**src/rtl/pe2_wb_ctrl_if.sv**
```systemverilog
// Bus bundle for the PE2 write-back controller: result beats in, paired RAM writes out.
// A transfer happens on a rising edge where valid and ready are both high; the producer
// holds payload stable while valid is high and ready is low, and ready never waits on valid.
interface pe2_wb_ctrl_if #(
    parameter int ADDR_W = 6
);
    logic              in_valid;
    logic              in_ready;
    logic [23:0]       PE2_out3;
    logic [23:0]       PE2_out4;
    logic              wr_en;
    logic              wr_ready;
    logic [ADDR_W:0]   wr_addr0;
    logic [ADDR_W:0]   wr_addr1;
    logic [23:0]       wr_data0;
    logic [23:0]       wr_data1;

    modport slave (
        input  in_valid, PE2_out3, PE2_out4, wr_ready,
        output in_ready, wr_en, wr_addr0, wr_addr1, wr_data0, wr_data1
    );

    modport master (
        output in_valid, PE2_out3, PE2_out4, wr_ready,
        input  in_ready, wr_en, wr_addr0, wr_addr1, wr_data0, wr_data1
    );
endinterface

```
**src/rtl/pe2_wb_ctrl.sv**
```systemverilog
// PE2 write-back controller: tags butterfly pairs with stage-dependent RAM addresses,
// buffers them in a small FIFO and reports stage completion to the sequencer.
module pe2_wb_ctrl #(
    parameter int ADDR_W     = 6,
    parameter int STG_W      = 3,
    parameter int FIFO_DEPTH = 4
) (
    input  logic             clk,
    input  logic             rst,
    input  logic             start,
    input  logic             sel_1,
    input  logic [STG_W-1:0] stage,
    pe2_wb_ctrl_if.slave     bus,
    output logic             busy,
    output logic             done,
    output logic             err,
    output logic [1:0]       state_dbg
);
    localparam int PTR_W = $clog2(FIFO_DEPTH);
    localparam int CNT_W = PTR_W + 1;
    localparam int ENT_W = 2 * (ADDR_W + 1) + 48;
    localparam logic [CNT_W-1:0]  FULL_CNT = CNT_W'(FIFO_DEPTH);
    localparam logic [CNT_W-1:0]  ONE_CNT  = CNT_W'(1);
    localparam logic [PTR_W-1:0]  ONE_PTR  = PTR_W'(1);
    localparam logic [ADDR_W-1:0] ONE_J    = ADDR_W'(1);
    localparam logic [ADDR_W:0]   ONE_A    = (ADDR_W + 1)'(1);
    localparam logic [STG_W-1:0]  STG_MAX  = STG_W'(ADDR_W);

    typedef enum logic [1:0] {IDLE, RUN, DRAIN, DONE} state_t;

    state_t            state_q, state_d;
    logic [ADDR_W-1:0] j_q;
    logic [STG_W-1:0]  k_q;
    logic [ENT_W-1:0]  mem [FIFO_DEPTH];
    logic [PTR_W-1:0]  wr_ptr, rd_ptr;
    logic [CNT_W-1:0]  count;
    logic              push, pop, fifo_full, last_beat;
    logic [STG_W-1:0]  stage_sat, k_start;
    logic [ADDR_W:0]   j_ext, d_val, top, bot;
    logic [ENT_W-1:0]  head;

    // k is the log2 half-distance; NTT shrinks it stage by stage, INTT grows it.
    assign stage_sat = (stage > STG_MAX) ? STG_MAX : stage;
    assign k_start   = sel_1 ? stage_sat : (STG_MAX - stage_sat);

    // Insert a zero at bit k of j to get the top index; bottom is d above it.
    assign j_ext = {1'b0, j_q};
    assign d_val = ONE_A << k_q;
    assign top   = (((j_ext >> k_q) << k_q) << 1) | (j_ext & (d_val - ONE_A));
    assign bot   = top + d_val;

    assign fifo_full    = (count == FULL_CNT);
    assign bus.in_ready = (state_q == RUN) && !fifo_full;
    assign push         = bus.in_valid && bus.in_ready;
    assign bus.wr_en    = (count != '0);
    assign pop          = bus.wr_en && bus.wr_ready;
    assign last_beat    = (j_q == '1);
    assign head         = mem[rd_ptr];

    assign {bus.wr_addr0, bus.wr_addr1, bus.wr_data0, bus.wr_data1} = bus.wr_en ? head : '0;

    assign busy      = (state_q == RUN) || (state_q == DRAIN);
    assign done      = (state_q == DONE);
    assign state_dbg = state_q;

    always_comb begin
        state_d = state_q;
        case (state_q)
            IDLE:    if (start) state_d = RUN;
            RUN:     if (push && last_beat) state_d = DRAIN;
            // Finish as soon as the last pop handshakes so done follows it by one cycle.
            DRAIN:   if ((count == '0) || ((count == ONE_CNT) && pop)) state_d = DONE;
            DONE:    state_d = IDLE;
            default: state_d = IDLE;
        endcase
    end

    always_ff @(posedge clk or negedge rst) begin
        if (!rst) begin
            state_q <= IDLE;
            j_q     <= '0;
            k_q     <= '0;
            wr_ptr  <= '0;
            rd_ptr  <= '0;
            count   <= '0;
            err     <= 1'b0;
        end else begin
            state_q <= state_d;
            if ((state_q == IDLE) && start) begin
                j_q <= '0;
                k_q <= k_start;
            end else if (push) begin
                j_q <= j_q + ONE_J;
            end
            if (push) wr_ptr <= wr_ptr + ONE_PTR;
            if (pop)  rd_ptr <= rd_ptr + ONE_PTR;
            case ({push, pop})
                2'b10:   count <= count + ONE_CNT;
                2'b01:   count <= count - ONE_CNT;
                default: count <= count;
            endcase
            if (bus.in_valid && !bus.in_ready) err <= 1'b1;
        end
    end

    // Storage needs no reset: entries are only visible while count marks them valid.
    always_ff @(posedge clk) begin
        if (push) mem[wr_ptr] <= {top, bot, bus.PE2_out3, bus.PE2_out4};
    end
endmodule

```
**src/flat_wrapper.sv**
```systemverilog
// flat-port wrapper written by rule: the top's interface ports become plain ports
module pe2_wb_ctrl_flat 
#(
    parameter int ADDR_W     = 6,
    parameter int STG_W      = 3,
    parameter int FIFO_DEPTH = 4
)
  (clk, rst, start, sel_1, stage, busy, done, err, state_dbg, bus_in_valid, bus_PE2_out3, bus_PE2_out4, bus_wr_ready, bus_in_ready, bus_wr_en, bus_wr_addr0, bus_wr_addr1, bus_wr_data0, bus_wr_data1);
  pe2_wb_ctrl_if #(.ADDR_W(ADDR_W)) bus_i ();
  input  logic clk;
  input  logic rst;
  input  logic start;
  input  logic sel_1;
  input  logic [STG_W-1:0] stage;
  output logic busy;
  output logic done;
  output logic err;
  output logic [1:0] state_dbg;
  input wire logic [$bits(bus_i.in_valid)-1:0] bus_in_valid;
  input wire logic [$bits(bus_i.PE2_out3)-1:0] bus_PE2_out3;
  input wire logic [$bits(bus_i.PE2_out4)-1:0] bus_PE2_out4;
  input wire logic [$bits(bus_i.wr_ready)-1:0] bus_wr_ready;
  output wire logic [$bits(bus_i.in_ready)-1:0] bus_in_ready;
  output wire logic [$bits(bus_i.wr_en)-1:0] bus_wr_en;
  output wire logic [$bits(bus_i.wr_addr0)-1:0] bus_wr_addr0;
  output wire logic [$bits(bus_i.wr_addr1)-1:0] bus_wr_addr1;
  output wire logic [$bits(bus_i.wr_data0)-1:0] bus_wr_data0;
  output wire logic [$bits(bus_i.wr_data1)-1:0] bus_wr_data1;
  assign bus_i.in_valid = bus_in_valid;
  assign bus_i.PE2_out3 = bus_PE2_out3;
  assign bus_i.PE2_out4 = bus_PE2_out4;
  assign bus_i.wr_ready = bus_wr_ready;
  assign bus_in_ready = bus_i.in_ready;
  assign bus_wr_en = bus_i.wr_en;
  assign bus_wr_addr0 = bus_i.wr_addr0;
  assign bus_wr_addr1 = bus_i.wr_addr1;
  assign bus_wr_data0 = bus_i.wr_data0;
  assign bus_wr_data1 = bus_i.wr_data1;
  pe2_wb_ctrl #(.ADDR_W(ADDR_W), .STG_W(STG_W), .FIFO_DEPTH(FIFO_DEPTH)) u_core (.clk(clk), .rst(rst), .start(start), .sel_1(sel_1), .stage(stage), .bus(bus_i), .busy(busy), .done(done), .err(err), .state_dbg(state_dbg));
endmodule
```
**config.mk**
```make
export PLATFORM = sky130hd
export DESIGN_NAME = pe2_wb_ctrl_flat
export DESIGN_NICKNAME = d
export VERILOG_FILES = /design/src/rtl/pe2_wb_ctrl_if.sv /design/src/rtl/pe2_wb_ctrl.sv /design/src/flat_wrapper.sv
export SDC_FILE = /design/constraint.sdc
export NUM_CORES = 1
export LEC_CHECK = 0
export CORE_UTILIZATION = 60
export DETAILED_ROUTE_END_ITERATION = 12
export PLACE_DENSITY = 0.91
export SYNTH_ARGS = -nofsm -noshare
export SYNTH_HDL_FRONTEND = slang
export SYNTH_SLANG_ARGS = --single-unit
```
**constraint.sdc**
```tcl
create_clock -name clk -period 7.5 [get_ports clk]
set_input_delay 1.125 -clock clk [delete_from_list [all_inputs] [get_ports clk]]
set_output_delay 1.125 -clock clk [all_outputs]
set_load 0.02 [all_outputs]
```
==> reports/results.tsv, run 1 <==
stage	metric	value	unit
logic_synthesis	synth_top_family_by_area	multiplexers	
detailed_routing	wire_per_inst	22.6	um
logic_synthesis	synth_compound_area_frac	0.0182	
logic_synthesis	synth_ff_type	edfxtp_1	
power	vdd_drop_max	0.314	mV
flow_run	drv_cap	0	
floorplanning	start_util	0.620	
worst_hold_path	hp-class	reg -> reg	
global_route	grt_usage	0.236	
layout	num_antenna_cells	0	
logic_synthesis	avgSynthCellArea	19.3	um^2
logic_synthesis	synth-seq-cells	267	
logic_synthesis	async_flop_share	0.0712	
sta	timing.setup.tns	0	ns
clocking	holdBufCountCts	0	
layout	finalNetCount	770	
layout	drive_above_1_share	0.172	
critical_path	startpoint_type	flip-flop	
global_route	grt_max_degree	65	
critical_path	cp-end-kind	output port	
placed_design	globalplace.congestion	0.776	
clocking	clockBufferDepth	3	
clocking	cts_tree	yes	
placed_design	io_buffer_count	125	
logic_synthesis	ys_types	41	
sta	fmax	223	MHz
logic_synthesis	synth_most_common_cell	edfxtp_1	
critical_path	worst-setup-path-type	reg -> out	
sta	slew_headroom	0.200	
logic_synthesis	synth_area_leaders	edfxtp_1, mux4_2, dfrtp_1	
power	power	5.59	mW
logic_synthesis	ys_seq_area_frac	0.731	
clocking	clk_pin_slew_worst_paths	0.06	ns
sta	report.final.slew_viol_count	0	
floorplanning	die_y	136	um
clocking	cts_root_buffer	clkbuf_16	
critical_path	critPathMaxFanout	54	
detailed_routing	firstDrtPassIters	4	
sta	setup_viol	0	
critical_path	worstPathArrival	3.37	ns
floorplanning	coreArea	17500	um^2
floorplanning	die_area	18600	um^2
sta	finalCritPeriodShare	0.599	
floorplanning	io_pins	126	
logic_synthesis	ys_warn_count	0	
clocking	htreeDepth	1	
logic_synthesis	synth_edf_count	248	
clocking	post_cts_buffers	0	
clocking	cts_resized	0	
global_route	overflow	0	
outcome	status	complete, no violations	
floorplanning	fp-row-count	48	
sta	finalClockSkew	0.0108	ns
clocking	clock-sinks	267	
sta	finalHoldViolations	0	
detailed_routing	vias	5517	
detailed_routing	ant_nets	0	
logic_synthesis	yosys.area.top_type	edfxtp_1	
logic_synthesis	synth_common_cells	edfxtp_1, and2_1, mux4_2, ha_1, dfrtp_1	
critical_path	cp_data_required_time	6.38	ns
detailed_routing	totalWireLength	21100	um
power	p_per_area	421	nW/um^2
detailed_routing	drtIter0Drc	414	
sta	rsz0062_at_grt	false	
logic_synthesis	synth_simple_gate_area_frac	0.0599	
global_route	grt_antenna_before_repair	0	
logic_synthesis	synth_cells	561	
logic_synthesis	syn-cell-area	10800	um^2
logic_synthesis	yosysTopAreaCellShare	0.687	
logic_synthesis	synth_mux_area_frac	0.134	
sta	period_minus_slack	4.49	ns
detailed_routing	avgViaCountPerCell	5.90	
detailed_routing	drc	0	
logic_synthesis	yosys.area_share.adder	0.0261	
placed_design	hpwl	11900	um
clocking	cts_made_buffers	26	
logic_synthesis	synth_nets	640	
clocking	clock_latency	0.52	ns
sta	worstMarginPinSlew	1.20	ns
power	p_leak	4.52	nW
logic_synthesis	synth_xor_area_frac	0.0121	
global_route	grt_pass1_vias	5855	
layout	area_delta_synth_final	22.5	%
global_route	grt_pass1_wl	32200	um
floorplanning	die_x	136	um
-- cells in the final DEF (no fill, tap or decap), types with 8 or more instances in the layout --
master and instances:
clkdlybuf4s50_1 125, and2_1 65, dfrtp_1 17, bufinv_16 8, o21ai_0 9, clkbuf_16 27
nand2_1 14, ha_1 21, mux4_2 62, inv_1 14, xnor2_1 9, edfxtp_1 248
nor2_1 14
-- worst paths after layout --
check	from	end	slack, ns	cells after the start
max	u_core.rd_ptr[0]	bus_wr_addr1[0]	3.01	4
min	u_core.err	u_core.err	0.49	1
max reg2reg	u_core.count[0]	u_core.count[2]	4.76	8
min reg2reg	u_core.err	u_core.err	0.49	1
max in group asynchronous	rst	u_core.rd_ptr[0]	5.71	1
min in group asynchronous	rst	u_core.wr_ptr[1]	1.12	1
-- layout make-up --
cell class / instances / area (um^2)
fill: 935 / 4200
tap: 225 / 282
multi-input combinational: 251 / 2730
sequential: 267 / 7930
clock inverter: 17 / 289
inverter: 14 / 52.6
timing repair buffer: 131 / 1300
clock buffer: 30 / 707
-- layer usage --
metal | part of all wire | up-vias | GRT usage
met5 | 0 | - | 0
met4 | 0.016 | 0 | 0.0611
met3 | 0.071 | 30 | 0.0436
met2 | 0.52 | 224 | 0.414
met1 | 0.39 | 2828 | 0.303
li1 | - | 2435 | -
-- critical path, cell delays in order (launching register included) --
cell	delay, ns
dfrtp_4	0.55
buf_4	0.83
mux4_2	0.65
and2_1	0.20
clkdlybuf4s50_1	0.55
-- registers in the layout, indices dropped and copies added, names as in the netlist --
signal / count
u_core.mem: 248
u_core.j_q: 6
u_core.count: 3
u_core.k_q: 3
u_core.rd_ptr: 2
u_core.state_dbg: 2
u_core.wr_ptr: 2
u_core.err: 1
-- power breakdown --
group	switching (mW)	leakage, nW	total, mW	internal, mW
Clock	0.529	0.478	1.48	0.948
Combinational	1.08	1.57	2.12	1.04
Sequential	0.119	2.48	1.99	1.87
-- metrics by stage --
stage,util,cells,hold slack [ns],setup slack (ns),cell area (um^2)
6_report,0.760,935,0.490,3.01,13300
5_1_grt,0.760,935,0.532,2.78,13300
4_1_cts,0.760,935,0.499,2.92,13300
3_5_place_dp,0.703,888,0.471,3.52,12300
3_3_place_gp,0.703,888,0.462,3.53,12300
2_1_floorplan,-,561,0.475,4.16,10800
-- kinds of logic after synthesis --
group | Yosys count
xor gates and xnor gates | 15
AOI/OAI and AO/OA | 30
adders and majority gates | 22
DFF | 267
other | 1
and+or+nand+nor | 116
muxes | 67
buffers and inverters | 43
No activity file was read; power rests on OpenSTA's default activity.
==> run 2: changes to the inputs <==
CORE_UTILIZATION = 50   (was 60)
PLACE_DENSITY = 0.81   (was 0.91)
clock period = 3.64 ns   (was 7.5 ns; I/O delays follow)
==> run 2 against run 1 <==
Against the previous run:
- core utilization fell by 13 points
- clock power rose by 91%
- routed wire length fell by 2.1%
- combinational power rose by 110%
- highest routed layer unchanged
==> reports/results.tsv, run 2 (synthesis results as in run 1) <==
stage	metric	value	unit	change
detailed_routing	firstDrtPassIters	4		unchanged
critical_path	rrSetupSlack	0.89	ns	-3.87 ns
floorplanning	die_y	149	um	+9.4%
detailed_routing	drtIter0Drc	325		-21%
layout	final_core_util	0.633		-0.127
critical_path	path_cells	inv_1, ha_1, nand2b_2, buf_4, and2_1, clkdlybuf4s50_1		
sta	finalClockSkew	0.0158	ns	+0.00495 ns
sta	finalHoldViolations	0		unchanged
floorplanning	die_area	22300	um^2	+20%
sta	timing.setup.tns	0	ns	unchanged
global_route	grt_antenna_before_repair	0		unchanged
critical_path	worstPathArrival	2.86	ns	-0.51 ns
clocking	clk_pin_slew_worst_paths	0.06	ns	about the same
detailed_routing	avgViaCountPerCell	5.50		-6.8%
critical_path	rr_startpoint	u_core.k_q[1]		
floorplanning	fp-row-count	53		+10%
clocking	cts_root_buffer	clkbuf_16		
critical_path	startpoint_type	flip-flop		
placed_design	hpwl	12500	um	+4.9%
global_route	grt_pass1_wl	31600	um	-2.0%
critical_path	cp_top_family	buffers and inverters		
clocking	holdBufCountCts	0		unchanged
worst_hold_path	hold_path_depth	1		unchanged
global_route	overflow	0		unchanged
floorplanning	io_pins	126		unchanged
layout	fillerInstances	1454		+56%
sta	rsz0062_at_grt	false		
clocking	clockBufferDepth	3		unchanged
detailed_routing	totalWireLength	20700	um	-2.1%
worst_hold_path	hp-class	reg -> reg		
worst_hold_path	whs_endpoint	u_core.err		
critical_path	crit_buf_inv	3		+1
layout	largest_register_ffs	248		unchanged
layout	num_antenna_cells	0		unchanged
detailed_routing	drc	0		unchanged
layout	finalNetCount	777		+0.91%
critical_path	cp-end-kind	output port		
global_route	grt_pass1_vias	5729		-2.2%
placed_design	io_buffer_count	125		unchanged
flow_run	drv_cap	0		unchanged
critical_path	r2r-end	u_core.mem[0][54]		
critical_path	cp_data_required_time	3.09	ns	-3.29 ns
power	vdd_drop_max	0.441	mV	+40%
placed_design	globalplace.congestion	0.776		about the same
sta	report.final.slew_viol_count	0		unchanged
clocking	cts_made_buffers	27		+3.8%
layout	layout_common_cells	edfxtp_1, clkdlybuf4s50_1, and2_1		
clocking	cts_tree	yes		
critical_path	r2r_cells	8		unchanged
sta	worstMarginPinSlew	0.915	ns	-0.285 ns
critical_path	worst-setup-path-type	reg -> out		
layout	top_register	u_core.mem		
sta	fmax	294	MHz	
sta	finalCritPeriodShare	0.935		
clocking	clock-sinks	267		unchanged
sta	period_minus_slack	3.40	ns	
power	p_per_area	850	nW/um^2	+100%
outcome	status	complete, no violations		
power	p_leak	4.53	nW	+0.15%
layout	top_regs	u_core.mem: 248 flops, u_core.j_q: 6 flops		
floorplanning	die_x	149	um	+9.4%
critical_path	critPathMaxFanout	27		-50%
detailed_routing	ant_nets	0		unchanged
sta	slew_headroom	0.388		+0.188
detailed_routing	vias	5460		-1.0%
critical_path	cp_slowest_cell	clkdlybuf4s50_1		
clocking	htreeDepth	1		unchanged
layout	final_common_cell	edfxtp_1		
global_route	grt_max_degree	39		-40%
layout	drive_above_1_share	0.170		-0.00191
global_route	grt_usage	0.189		-0.0471
worst_hold_path	min_from	u_core.err		
floorplanning	start_util	0.513		-0.108
detailed_routing	wire_per_inst	20.8	um	-7.8%
sta	setup_viol	0		unchanged
floorplanning	coreArea	21200	um^2	+21%
critical_path	cpPeakStageDelay	0.61	ns	-0.22 ns
clocking	clock_latency	0.53	ns	about the same
layout	area_delta_synth_final	23.5	%	
run 2: cell count changes in the layout (fill, tap and decap cells not counted), sizes merged:
cell	delta
inv	+1
clkinv	+1
buf	+6
clkbuf	+6
clkinvlp	-3
bufinv	-3
run 2: metal layers:
metal	part of all wire	global-route usage	vias up	wire length [um]
li1	-	-	2457	-
met5	0	0	-	0
met1	0.42	0.259	2772	8670
met4	0.016	0.0490	0	332
met2	0.50	0.314	201	10400
met3	0.062	0.0327	30	1290
run 2: worst reg2reg max path, stage by stage, from the launching register on:
cell,delay [ns]
dfrtp_1,0.53
nand2_1,0.20
nand2_1,0.06
o21ai_0,0.53
ha_1,0.39
o21a_1,0.18
o31a_1,0.12
or4_1,0.40
nand3_1,0.17
run 2: cell type report:
| class | instances | area, um^2 | area share |
|---|---|---|---|
| clock inverters | 13 | 189 | 0.0141 |
| well taps | 275 | 344 | 0.0257 |
| inverters | 14 | 52.6 | 0.00392 |
| flip-flops and latches | 267 | 7930 | 0.592 |
| repair buffers | 137 | 1420 | 0.106 |
| clock buffers | 36 | 719 | 0.0537 |
| multi-input cells | 251 | 2740 | 0.205 |
run 2: metrics by stage:
stage	power (mW)	cell area [um^2]	cells	worst slack (ns)	hold WS, ns
floorplan	6.89	10800	561	0.471	0.250
detailed placement	8.63	12500	943	0.580	0.478
global placement	8.50	12500	943	0.618	0.465
global route	11.9	13400	993	0.0165	0.518
finish	11.4	13400	993	0.236	0.487
CTS	11.5	13400	993	0.155	0.503
run 2: worst max-delay path by stage:
stage / startpoint / to / cells past startpoint
floorplan: u_core.state_dbg[1] / u_core.mem[1][0] / 5
global placement: u_core.rd_ptr[0] / bus_wr_data0[14] / 4
detailed placement: u_core.rd_ptr[0] / bus_wr_data1[12] / 4
CTS: u_core.count[0] / bus_wr_data0[6] / 6
global route: u_core.count[0] / bus_wr_data0[6] / 6
finish: u_core.count[0] / bus_wr_data0[6] / 6
run 2: repair_timing:
action                                  in CTS  in global routing
endpoints found under the setup margin       1                  0
resized for setup                            0                  0
buffers inserted                             1                  0
run 2: power breakdown:
| part | switching, mW | leakage, nW | total, mW | internal [mW] |
|---|---|---|---|---|
| clock network | 1.08 | 0.443 | 2.82 | 1.74 |
| logic | 2.23 | 1.61 | 4.46 | 2.23 |
| registers | 0.262 | 2.48 | 4.11 | 3.85 |
